**src/rtl/exec_stage_pipe.sv**
```systemverilog
// rtl/exec_stage_pipe.sv - ARM execute stage: Val2 shifter, ALU, NZCV register, branch target, valid/ready output
// Optional radix-4 iterative multiplier on exe_cmd 0000 when EXEC_MUL_EN is defined.
module exec_stage_pipe #(
    parameter int DATA_W = 32,
    parameter int IMM_W  = 24,
    parameter int PC_W   = 32
) (
    input  logic              clk,
    input  logic              rst,
    input  logic              in_valid,
    output logic              in_ready,
    input  logic [3:0]        exe_cmd,
    input  logic              mem_read,
    input  logic              mem_write,
    input  logic              s_bit,
    input  logic [PC_W-1:0]   pc,
    input  logic [DATA_W-1:0] reg1,
    input  logic [DATA_W-1:0] reg2,
    input  logic              imm,
    input  logic [11:0]       shift_operand,
    input  logic [IMM_W-1:0]  signed_imm,
    output logic              out_valid,
    input  logic              out_ready,
    output logic [DATA_W-1:0] alu_result,
    output logic [PC_W-1:0]   branch_addr,
    output logic [3:0]        status,
    output logic              busy
);
    localparam int MSB = DATA_W - 1;

    // Rotate amounts reach 31; for narrow datapaths fold them back into range.
    function automatic logic [DATA_W-1:0] f_ror(input logic [DATA_W-1:0] v, input logic [4:0] a);
        logic [2*DATA_W-1:0] d;
        logic [4:0]          m;
        m = (int'(a) >= DATA_W) ? a - 5'(DATA_W) : a;
        d = {v, v} >> m;
        return d[DATA_W-1:0];
    endfunction

    logic              r_out_valid;
    logic [DATA_W-1:0] r_alu_result;
    logic [PC_W-1:0]   r_branch;
    logic [3:0]        r_status;

    logic              w_idle;
    logic              w_is_mul;
    logic              w_mul_load;
    logic              w_out_free;
    logic              w_fire;
    logic [4:0]        w_amt;
    logic [DATA_W-1:0] w_val2;
    logic [DATA_W:0]   w_sum;
    logic [DATA_W-1:0] w_alu_res;
    logic              w_c;
    logic              w_v;
    logic              w_flag_op;
    logic [PC_W-1:0]   w_br_off;
    logic [PC_W-1:0]   w_branch;

    assign w_out_free = !r_out_valid || out_ready;
    assign in_ready   = w_idle && w_out_free;
    assign w_fire     = in_valid && in_ready;

    always_comb begin
        w_amt  = shift_operand[11:7];
        w_val2 = reg2;
        if (mem_read || mem_write) begin
            w_val2 = DATA_W'(shift_operand);
        end else if (imm) begin
            w_val2 = f_ror(DATA_W'(shift_operand[7:0]), {shift_operand[11:8], 1'b0});
        end else begin
            case (shift_operand[6:5])
                2'b00:   w_val2 = reg2 << w_amt;
                2'b01:   w_val2 = reg2 >> w_amt;
                2'b10:   w_val2 = $unsigned($signed(reg2) >>> w_amt);
                default: w_val2 = f_ror(reg2, w_amt);
            endcase
        end
    end

    always_comb begin
        w_sum     = '0;
        w_alu_res = '0;
        w_c       = r_status[1];
        w_v       = r_status[0];
        w_flag_op = 1'b1;
        case (exe_cmd)
            4'b0001: w_alu_res = w_val2;
            4'b1001: w_alu_res = ~w_val2;
            4'b0010, 4'b0011: begin
                w_sum     = {1'b0, reg1} + {1'b0, w_val2}
                          + {{DATA_W{1'b0}}, exe_cmd[0] & r_status[1]};
                w_alu_res = w_sum[MSB:0];
                w_c       = w_sum[DATA_W];
                w_v       = (reg1[MSB] == w_val2[MSB]) && (w_alu_res[MSB] != reg1[MSB]);
            end
            // a + ~b + 1 for SUB, a + ~b + C for SBC; carry out is NOT borrow
            4'b0100, 4'b0101: begin
                w_sum     = {1'b0, reg1} + {1'b0, ~w_val2}
                          + {{DATA_W{1'b0}}, ~exe_cmd[0] | r_status[1]};
                w_alu_res = w_sum[MSB:0];
                w_c       = w_sum[DATA_W];
                w_v       = (reg1[MSB] != w_val2[MSB]) && (w_alu_res[MSB] != reg1[MSB]);
            end
            4'b0110: w_alu_res = reg1 & w_val2;
            4'b0111: w_alu_res = reg1 | w_val2;
            4'b1000: w_alu_res = reg1 ^ w_val2;
            default: w_flag_op = 1'b0;
        endcase
    end

    assign w_br_off = PC_W'($signed(signed_imm));
    assign w_branch = pc + (w_br_off << 2);

`ifdef EXEC_MUL_EN
    localparam int HALF  = DATA_W / 2;
    localparam int CNT_W = $clog2(HALF + 1);

    typedef enum logic {ST_IDLE = 1'b0, ST_MUL = 1'b1} state_t;
    state_t r_state;
    state_t w_state_next;

    logic [DATA_W-1:0] r_mcand;
    logic [DATA_W-1:0] r_mplier;
    logic [DATA_W-1:0] r_acc;
    logic [CNT_W-1:0]  r_cnt;
    logic              r_mul_s;
    logic [PC_W-1:0]   r_mul_br;
    logic [DATA_W-1:0] w_pp;
    logic              w_last;
    logic              w_done;
    logic [DATA_W-1:0] w_mul_res;

    assign w_is_mul = (exe_cmd == 4'b0000);
    assign w_idle   = (r_state == ST_IDLE);
    assign busy     = (r_state == ST_MUL);
    assign w_pp     = (r_mplier[0] ? r_mcand : '0)
                    + (r_mplier[1] ? {r_mcand[MSB-1:0], 1'b0} : '0);
    assign w_last   = (r_cnt == CNT_W'(HALF - 1));
    assign w_done   = (r_cnt == CNT_W'(HALF));
    // Final digit is folded in on the load edge; once parked, r_acc already holds the product.
    assign w_mul_res = w_done ? r_acc : r_acc + w_pp;

    always_ff @(posedge clk) begin
        if (rst) r_state <= ST_IDLE;
        else     r_state <= w_state_next;
    end

    always_comb begin
        w_state_next = r_state;
        w_mul_load   = 1'b0;
        case (r_state)
            ST_IDLE: if (w_fire && w_is_mul) w_state_next = ST_MUL;
            ST_MUL: begin
                if ((w_last || w_done) && w_out_free) begin
                    w_mul_load   = 1'b1;
                    w_state_next = ST_IDLE;
                end
            end
            default: w_state_next = ST_IDLE;
        endcase
    end

    always_ff @(posedge clk) begin
        if (rst) begin
            r_mcand  <= '0;
            r_mplier <= '0;
            r_acc    <= '0;
            r_cnt    <= '0;
            r_mul_s  <= 1'b0;
            r_mul_br <= '0;
        end else if (w_fire && w_is_mul) begin
            r_mcand  <= reg1;
            r_mplier <= reg2;
            r_acc    <= '0;
            r_cnt    <= '0;
            r_mul_s  <= s_bit;
            r_mul_br <= w_branch;
        end else if (r_state == ST_MUL && !w_done) begin
            r_acc    <= r_acc + w_pp;
            r_mcand  <= r_mcand << 2;
            r_mplier <= r_mplier >> 2;
            r_cnt    <= r_cnt + 1'b1;
        end
    end
`else
    assign w_is_mul   = 1'b0;
    assign w_idle     = 1'b1;
    assign w_mul_load = 1'b0;
    assign busy       = 1'b0;
`endif

    always_ff @(posedge clk) begin
        if (rst) begin
            r_out_valid  <= 1'b0;
            r_alu_result <= '0;
            r_branch     <= '0;
            r_status     <= '0;
        end else begin
            if (r_out_valid && out_ready) r_out_valid <= 1'b0;
            if (w_fire && !w_is_mul) begin
                r_out_valid  <= 1'b1;
                r_alu_result <= w_alu_res;
                r_branch     <= w_branch;
                if (s_bit && w_flag_op)
                    r_status <= {w_alu_res[MSB], (w_alu_res == '0), w_c, w_v};
            end
`ifdef EXEC_MUL_EN
            if (w_mul_load) begin
                r_out_valid  <= 1'b1;
                r_alu_result <= w_mul_res;
                r_branch     <= r_mul_br;
                if (r_mul_s)
                    r_status <= {w_mul_res[MSB], (w_mul_res == '0), r_status[1:0]};
            end
`endif
        end
    end

    assign out_valid   = r_out_valid;
    assign alu_result  = r_alu_result;
    assign branch_addr = r_branch;
    assign status      = r_status;
endmodule

```
**config.mk**
```make
export PLATFORM = sky130hd
export DESIGN_NAME = exec_stage_pipe
export DESIGN_NICKNAME = d
export VERILOG_FILES = /design/src/rtl/exec_stage_pipe.sv
export SDC_FILE = /design/constraint.sdc
export NUM_CORES = 1
export LEC_CHECK = 0
export CAP_MARGIN = 20
export CORE_ASPECT_RATIO = 0.9
export CORE_MARGIN = 2
export CORE_UTILIZATION = 44
export CTS_CLUSTER_DIAMETER = 50
export CTS_CLUSTER_SIZE = 12
export DETAILED_ROUTE_END_ITERATION = 10
export PLACE_DENSITY = 0.66
export SLEW_MARGIN = 20
export SYNTH_ARGS = -nofsm -noshare
export SYNTH_HDL_FRONTEND = slang
export SYNTH_SLANG_ARGS = --single-unit
```
**constraint.sdc**
```tcl
create_clock -name clk -period 10.5 [get_ports clk]
set_clock_uncertainty 0.15 [all_clocks]
set_input_delay 2.1 -clock clk [delete_from_list [all_inputs] [get_ports clk]]
set_output_delay 2.1 -clock clk [all_outputs]
set_load 0.03 [all_outputs]
```
==> results of run 1 <==
## worst max path at each step
stage	from	end	slack, ns	cells past startpoint
final	shift_operand[8]	status[2]	1.67	22
after global routing	shift_operand[8]	status[2]	1.31	22
after CTS	shift_operand[8]	status[2]	1.87	22
after detailed placement	shift_operand[8]	status[2]	1.52	22
after global placement	shift_operand[8]	status[2]	1.39	22
after floorplan	shift_operand[7]	status[2]	3.01	23
## metrics by stage
stage               power [uW]  cells  utilization, %  instance area [um2]  hold slack, ns
finish                    1630   2728            52.3                18300           0.300
global route              1710   2727            52.3                18300           0.313
CTS                       1600   2727            52.3                18300           0.304
detailed placement        1290   2712            51.5                18000           0.296
global placement          1290   2712            51.5                18000           0.289
floorplan                  931   2134               -                15600           0.426
## kinds of logic after synthesis
logic type,Yosys count,synth area share (%)
xor+xnor,44,2.48
buf+inv,274,7.57
other cells,1,0.0241
simple gates,718,22.0
mux,172,16.3
fa+ha+maj,129,10.6
compound gates,727,32.2
flops,69,8.88
## power breakdown
group | internal, uW | switching [uW]
sequential | 286 | 13.5
clock | 182 | 118
combinational | 387 | 645
total | 856 | 776
## registers in the layout, summed over array words and instances (netlist names)
name,count
status,4
alu_result,32
branch_addr,32
out_valid,1
## cell type report
cell class / instances / area, um2 / area share [%]
flip-flops and latches: 69 / 1380 / 7.55
inverters: 104 / 390 / 2.13
multi-input cells: 1791 / 13000 / 71.2
diodes: 1 / 2.50 / 0.0137
well taps: 469 / 587 / 3.21
repair buffers: 279 / 2610 / 14.3
clock inverters: 6 / 63.8 / 0.349
clock buffers: 9 / 225 / 1.23
## cell usage in the layout, fill, tap and decap left out, types with 11 or more instances in the layout
cell                              Yosys  layout
sky130_fd_sc_hd__or3_1               21      20
sky130_fd_sc_hd__nand2_1            198     197
sky130_fd_sc_hd__mux4_2              40      40
sky130_fd_sc_hd__and2_1              17      16
sky130_fd_sc_hd__nand3_1             44      44
sky130_fd_sc_hd__o221ai_1            16      16
sky130_fd_sc_hd__a32oi_1             11      11
sky130_fd_sc_hd__nor4_1              14      14
sky130_fd_sc_hd__a221oi_1            26      26
sky130_fd_sc_hd__dfxtp_1             69      69
sky130_fd_sc_hd__mux2_2              52      52
sky130_fd_sc_hd__a22oi_1             16      16
sky130_fd_sc_hd__xnor2_1             20      20
sky130_fd_sc_hd__nand2b_1            36      36
sky130_fd_sc_hd__clkdlybuf4s50_1      0     207
sky130_fd_sc_hd__o22ai_1             29      29
sky130_fd_sc_hd__o31ai_1             23      23
sky130_fd_sc_hd__a31oi_1             29      29
sky130_fd_sc_hd__a21oi_1            171     171
sky130_fd_sc_hd__and3_1              15      15
sky130_fd_sc_hd__mux2i_1             64      64
sky130_fd_sc_hd__o211ai_1            26      26
sky130_fd_sc_hd__a211oi_1            62      62
sky130_fd_sc_hd__ha_1               124     124
sky130_fd_sc_hd__or2_2               14      14
sky130_fd_sc_hd__buf_4                4      66
sky130_fd_sc_hd__nor3_1              63      62
sky130_fd_sc_hd__xor2_1              24      24
sky130_fd_sc_hd__o21bai_1            11      11
sky130_fd_sc_hd__nand4_1             16      16
sky130_fd_sc_hd__a21o_1              27      27
sky130_fd_sc_hd__mux4_1              14      14
sky130_fd_sc_hd__o21ai_0            123     123
sky130_fd_sc_hd__nor2_1             214     212
sky130_fd_sc_hd__nor2b_1             26      26
sky130_fd_sc_hd__o21a_1              13      13
sky130_fd_sc_hd__inv_1              102     102
## worst register-to-register path: stages (launching register included)
cell and delay [ns]:
sky130_fd_sc_hd__dfxtp_1 0.42, sky130_fd_sc_hd__nor2b_1 0.10, sky130_fd_sc_hd__fa_1 0.45, sky130_fd_sc_hd__fa_1 0.45, sky130_fd_sc_hd__o21bai_1 0.25, sky130_fd_sc_hd__nand3b_1 0.18, sky130_fd_sc_hd__and4_1 0.27, sky130_fd_sc_hd__or2_2 0.33
sky130_fd_sc_hd__a311oi_1 0.44, sky130_fd_sc_hd__o31ai_1 0.15, sky130_fd_sc_hd__a211o_1 0.31, sky130_fd_sc_hd__a211oi_1 0.24, sky130_fd_sc_hd__buf_4 0.21, sky130_fd_sc_hd__nand3_1 0.08, sky130_fd_sc_hd__nor4_1 0.27, sky130_fd_sc_hd__nand4_1 0.13
sky130_fd_sc_hd__o21ai_1 0.09
## cell usage after synthesis (21+ instances only)
| cell | n | area (um2) |
|---|---|---|
| sky130_fd_sc_hd__a211oi_1 | 62 | 465 |
| sky130_fd_sc_hd__a21o_1 | 27 | 203 |
| sky130_fd_sc_hd__a21oi_1 | 171 | 856 |
| sky130_fd_sc_hd__a221oi_1 | 26 | 228 |
| sky130_fd_sc_hd__a31oi_1 | 29 | 181 |
| sky130_fd_sc_hd__clkbuf_1 | 122 | 458 |
| sky130_fd_sc_hd__dfxtp_1 | 69 | 1380 |
| sky130_fd_sc_hd__ha_1 | 124 | 1550 |
| sky130_fd_sc_hd__inv_1 | 102 | 383 |
| sky130_fd_sc_hd__mux2_2 | 52 | 586 |
| sky130_fd_sc_hd__mux2i_1 | 64 | 641 |
| sky130_fd_sc_hd__mux4_2 | 40 | 901 |
| sky130_fd_sc_hd__nand2_1 | 198 | 743 |
| sky130_fd_sc_hd__nand2b_1 | 36 | 225 |
| sky130_fd_sc_hd__nand3_1 | 44 | 220 |
| sky130_fd_sc_hd__nor2_1 | 214 | 803 |
| sky130_fd_sc_hd__nor2b_1 | 26 | 163 |
| sky130_fd_sc_hd__nor3_1 | 63 | 315 |
| sky130_fd_sc_hd__o211ai_1 | 26 | 195 |
| sky130_fd_sc_hd__o21ai_0 | 123 | 616 |
| sky130_fd_sc_hd__o22ai_1 | 29 | 181 |
| sky130_fd_sc_hd__o31ai_1 | 23 | 173 |
| sky130_fd_sc_hd__or3_1 | 21 | 131 |
| sky130_fd_sc_hd__xor2_1 | 24 | 210 |
## metal layers
layer | share of wire (%) | global-route usage, % | vias up | routed length (um)
met5 | 0 | 0 | - | 0
met4 | 3.7 | 13.4 | 0 | 2780
met3 | 15 | 13.6 | 226 | 11400
met2 | 39 | 56.1 | 1496 | 29700
met1 | 42 | 55.9 | 9014 | 32000
li1 | - | - | 8323 | -
==> summary.txt, run 1 <==
Status
  • Result of the run: finished clean

CTS
  • Cts bufs inserted: 9
  • Number of buffers inserted by hold repair at cts: 0
  • Maximum level of the CTS H-tree: 3
  • CTS resizes: 0
  • Maximum buffer depth of the clock tree: 2
  • Clock slew at the register clock pins of the worst setup and hold paths: 0.06 ns
  • Sinks on the clock net: 69
  • Insertion delay to the later sink of the worst-skew pair: 0.34 ns
  • TritonCTS clock tree: done
  • Setup Fix Bufs, Post-CTS: 0
  • Root cell of the clock tree: sky130_fd_sc_hd__clkbuf_16

Setup path
  • Most common cell on crit path: sky130_fd_sc_hd__buf_4
  • Arrival time at the worst endpoint: 8.95 ns
  • Beginning of the worst register-to-register path: status[1]
  • Critical path's top delay family: compound AO/OA/AOI/OAI gates
  • Type of origin of the critical path: input port
  • Stage delay of the slowest cell on the critical path: 0.76 ns
  • Type of destination of the critical path: flop
  • Worst reg2reg endpoint: status[2]
  • Buffers plus inverters on the worst setup path: 4
  • Type of the worst setup path: input port to flop
  • Reg2Reg Depth: 16
  • Register-to-Register Setup Slack: 5.92 ns
  • Req. time, crit path: 10.63 ns
  • Crit-path slowest cell: sky130_fd_sc_hd__a211oi_1
  • Critical Path, Cell by Cell: buf_2 > buf_4 > buf_4 > mux4_2 > mux2_2 > a221oi_1 > a211oi_1 > a21oi_1 > ha_1 > buf_4 > nor4b_1 > or4b_1 > or4b_2 > a21oi_1 > nor2_1 > nand2_1 > o2111ai_1 > a211oi_1 > nand3_1 > nor4_1 > nand4_1 > o21ai_1
  • Critical-path maximum fanout: 38

Timing
  • Count of final hold-check violations: 0
  • Worst setup margin: 1.67 ns
  • Shortest period the worst path allows: 8.83 ns
  • Post-route fraction of the period consumed by the critical path: 84.1%
  • Sum Neg Setup Slack: 0 ns
  • Max-slew violations: 0
  • Worst-case headroom to the max-slew limit: 20.7%
  • RSZ-0062 raised after global routing: false
  • Worst Tran Pin Value: 1.19 ns
  • Maximum frequency from static timing analysis: 0.113 GHz
  • Final count of negative-setup-slack endpoints: 0

Die
  • Die X: 202 um
  • # rows: 65
  • Effective utilization at floorplan: 44.5%
  • Core area: 0.0350 mm2
  • I/O Pins: 215
  • Die height: 182 um
  • Overall die area: 0.0369 mm2

Detailed routing
  • Routed wire length: 75.8 mm
  • Number of remaining DRC errors: 0
  • Number of vias per cell: 6.99
  • Detail Route Antenna Nets: 0
  • Drt first pass iters: 7
  • Via count: 19.1k
  • DR iter-0 viols: 2,863
  • Average routed wire per standard cell: 27.8 um

Synthesis
  • Seq cells post-synth: 69
  • Async S/R FF share, synth: 0%
  • Cell area after synthesis: 0.0156 mm2
  • Count of yosys warnings during synthesis: 0
  • Post-synthesis cell type count: 96
  • EDFF count, synth: 0
  • Part of the Yosys area used for sequential elements: 8.88%
  • Cell count after synthesis: 2,134
  • Synthesized area divided by synthesized cell count: 7.29 um2
  • Total nets after synthesis: 2,407
  • Prevailing post-synth register cell: sky130_fd_sc_hd__dfxtp_1

Placement
  • Final weighted congestion in routability-driven placement: 1.09
  • Count of buffers inserted at the top-level ports: 213
  • Final HPWL DP: 57.8 mm
  • Pre-CTS setup slack: 1.52 ns

Hold path
  • Start point of the worst hold path: branch_addr[26]
  • Class of the most critical hold timing path: flop to flop
  • Hold Path Depth: 2
  • Endpoint of the worst hold path: branch_addr[26]

Run
  • Number of maximum-capacitance constraint violations: 0

Power
  • Static power due to leakage: 0.00718 uW
  • Power Density: 89.2 mW/mm2
  • Worst VDD drop: 0.0788 mV

Global route
  • Largest net degree at the start of global routing: 90
  • Vias in the first global route: 17.5k
  • Global-route wire length before repair: 112 mm
  • Total global routing track utilization: 39.7%
  • Remaining Overflow, GRT: 0
  • Number of antenna violations at the first check in global routing: 0

Final layout
  • Number of inserted filler cells in the final layout: 3,409
  • Area Overhead vs Synth: 17.6%
  • Final-stage net count: 2,527
  • Fraction of final layout cells sized beyond drive strength 1: 10.3%
Power figures use the tool's default switching activity.
==> run 2, diff against run 1 <==
- PLACE_DENSITY: 0.66 -> 0.69
- clock period: 10.5 -> 8.1 ns (I/O delays scaled with it)
==> run 2 against run 1 <==
Compared with the run above: sequential power increased by 29%; design area up 7.8%; critical path depth increased by 2; hold slack improved by 0.00080 ns; cell count is 6.4% higher; combinational power increased by 44%; core utilization grew 4.1 points; non-clock buffer count rose by 175; die area did not move; largest power group unchanged; highest routed layer unchanged.
==> summary.txt, run 2 (synthesis gave the netlist of run 1 again) <==
CTS
  • TritonCTS clock tree: done
  • Insertion delay to the later sink of the worst-skew pair: 0.33 ns
  • Setup Fix Bufs, Post-CTS: 0
  • Maximum buffer depth of the clock tree: 2
  • Cts bufs inserted: 9
  • CTS resizes: 0
  • Sinks on the clock net: 69
  • Number of buffers inserted by hold repair at cts: 0
  • Clock slew at the register clock pins of the worst setup and hold paths: 0.06 ns
  • Root cell of the clock tree: sky130_fd_sc_hd__clkbuf_16
  • Maximum level of the CTS H-tree: 3

Hold path
  • Hold Path Depth: 2
  • Endpoint of the worst hold path: branch_addr[21]
  • Start point of the worst hold path: branch_addr[21]
  • Class of the most critical hold timing path: flop to flop

Global route
  • Largest net degree at the start of global routing: 90
  • Vias in the first global route: 18.2k
  • Global-route wire length before repair: 115 mm
  • Number of antenna violations at the first check in global routing: 3
  • Remaining Overflow, GRT: 0
  • Total global routing track utilization: 40.9%

Detailed routing
  • Number of vias per cell: 6.70
  • Detail Route Antenna Nets: 0
  • DR iter-0 viols: 2,694
  • Number of remaining DRC errors: 0
  • Drt first pass iters: 9
  • Routed wire length: 78.5 mm
  • Via count: 19.4k
  • Average routed wire per standard cell: 27.0 um

Setup path
  • Most common cell on crit path: sky130_fd_sc_hd__buf_4
  • Number of cells on the critical path: 24
  • Arrival time at the worst endpoint: 7.78 ns
  • Type of origin of the critical path: input port
  • Critical Path, Cell by Cell: buf_4 > buf_4 > buf_4 > mux4_2 > mux2_2 > mux2i_1 > or3_1 > a31oi_1 > a211oi_1 > buf_4 > ha_1 > nor2_1 > o311ai_1 > a31oi_1 > buf_4 > a211oi_1 > o41ai_1 > a2111oi_0 > o211ai_1 > nor3_1 > nand4_1 > a2111oi_2 > nand4_1 > o21ai_1
  • Critical path's top delay family: compound AO/OA/AOI/OAI gates
  • Beginning of the worst register-to-register path: status[1]
  • Buffers plus inverters on the worst setup path: 5
  • Reg2Reg Depth: 16
  • Req. time, crit path: 8.21 ns
  • Type of the worst setup path: input port to flop
  • Critical-path maximum fanout: 23
  • Type of destination of the critical path: flop
  • Crit-path slowest cell: sky130_fd_sc_hd__mux4_2
  • Stage delay of the slowest cell on the critical path: 0.57 ns
  • Worst reg2reg endpoint: status[2]
  • Register-to-Register Setup Slack: 3.55 ns

Timing
  • Shortest period the worst path allows: 7.68 ns
  • Max-slew violations: 0
  • Sum Neg Setup Slack: 0 ns
  • Worst setup margin: 0.424 ns
  • RSZ-0062 raised after global routing: false
  • Final count of negative-setup-slack endpoints: 0
  • Maximum frequency from static timing analysis: 0.130 GHz
  • Count of final hold-check violations: 0
  • Post-route fraction of the period consumed by the critical path: 94.8%
  • Worst-case headroom to the max-slew limit: 18.4%
  • Worst Tran Pin Value: 1.22 ns

Die
  • Effective utilization at floorplan: 44.5%
  • Die X: 202 um
  • Die height: 182 um
  • # rows: 65
  • Overall die area: 0.0369 mm2
  • Core area: 0.0350 mm2
  • I/O Pins: 215

Final layout
  • Filler-free cell count of the finished design: 2,903
  • Final-stage net count: 2,702
  • Most common cell after layout, fill and taps aside: sky130_fd_sc_hd__buf_4
  • Fraction of final layout cells sized beyond drive strength 1: 16.7%
  • Area Overhead vs Synth: 26.8%
  • Top library cells by usage in the layout, fill and taps aside: 234 x sky130_fd_sc_hd__buf_4, 214 x sky130_fd_sc_hd__nor2_1, 207 x sky130_fd_sc_hd__clkdlybuf4s50_1
  • Inserted Diodes: 0
  • Design area: 0.0197 mm2

Placement
  • Count of buffers inserted at the top-level ports: 213
  • Final weighted congestion in routability-driven placement: 1.09
  • Total placed instance area: 0.0194 mm2
  • Pre-CTS setup slack: 0.276 ns
  • DP Cell Count: 2,887
  • Final HPWL DP: 61.8 mm

Power
  • Internal Dissipation: 1250 uW
  • Switch share: 45.8%
  • Worst VDD drop: 0.0831 mV
  • Combinational fraction of design power: 64.2%
  • Fraction of power consumed by sequential logic: 16.8%
  • Static power due to leakage: 0.00808 uW
  • Power Density: 117 mW/mm2
  • Sw Pwr: 1060 uW
  • Part of the power in the clock network: 19.0%
  • Pwr Total: 2300 uW

Status
  • Result of the run: finished clean

Run
  • Number of maximum-capacitance constraint violations: 0
-- run 2: layout make-up --
type / instances / area [um2]
Fill cell: 3318 / 15200
Multi-Input combinational cell: 1791 / 13000
Tap cell: 469 / 587
Clock buffer: 10 / 239
Sequential cell: 69 / 1380
Inverter: 104 / 390
Clock inverter: 6 / 93.8
Timing Repair Buffer: 454 / 4010
-- run 2: worst max-delay path by stage --
stage	start	end	slack, ns
floorplan	shift_operand[7]	status[2]	1.09
detailed placement	reg2[15]	status[2]	0.28
finish	shift_operand[7]	status[2]	0.42
global placement	shift_operand[7]	status[2]	0.39
global route	shift_operand[7]	status[0]	0.17
CTS	reg2[15]	status[2]	0.58
-- run 2: stage by stage --
step | utilization [%] | hold slack, ns
2_1_floorplan | - | 0.426
3_3_place_gp | 55.5 | 0.289
3_5_place_dp | 55.5 | 0.296
4_1_cts | 56.4 | 0.305
5_1_grt | 56.4 | 0.320
6_report | 56.4 | 0.300
-- run 2: worst min-delay path: stages, from the launching register on --
cell                      delay [ns]
sky130_fd_sc_hd__dfxtp_1        0.31
sky130_fd_sc_hd__nand2_1        0.05
sky130_fd_sc_hd__a21oi_1        0.05
-- run 2: routing by layer --
layer | global-route usage, % | vias up | wire length [um]
met5 | 0 | - | 0
met4 | 11.7 | 0 | 2290
met3 | 16.6 | 152 | 12000
met2 | 58.0 | 1372 | 31400
met1 | 56.6 | 9257 | 32900
li1 | - | 8655 | -
-- run 2: power by group through the flow --
stage                     Clock (uW)  Sequential, uW  Combinational (uW)
after floorplan                    0             453                 753
after global routing             459             391                1550
final                            437             388                1480
after detailed placement           0             395                1410
after CTS                        445             388                1420
after global placement             0             394                1400
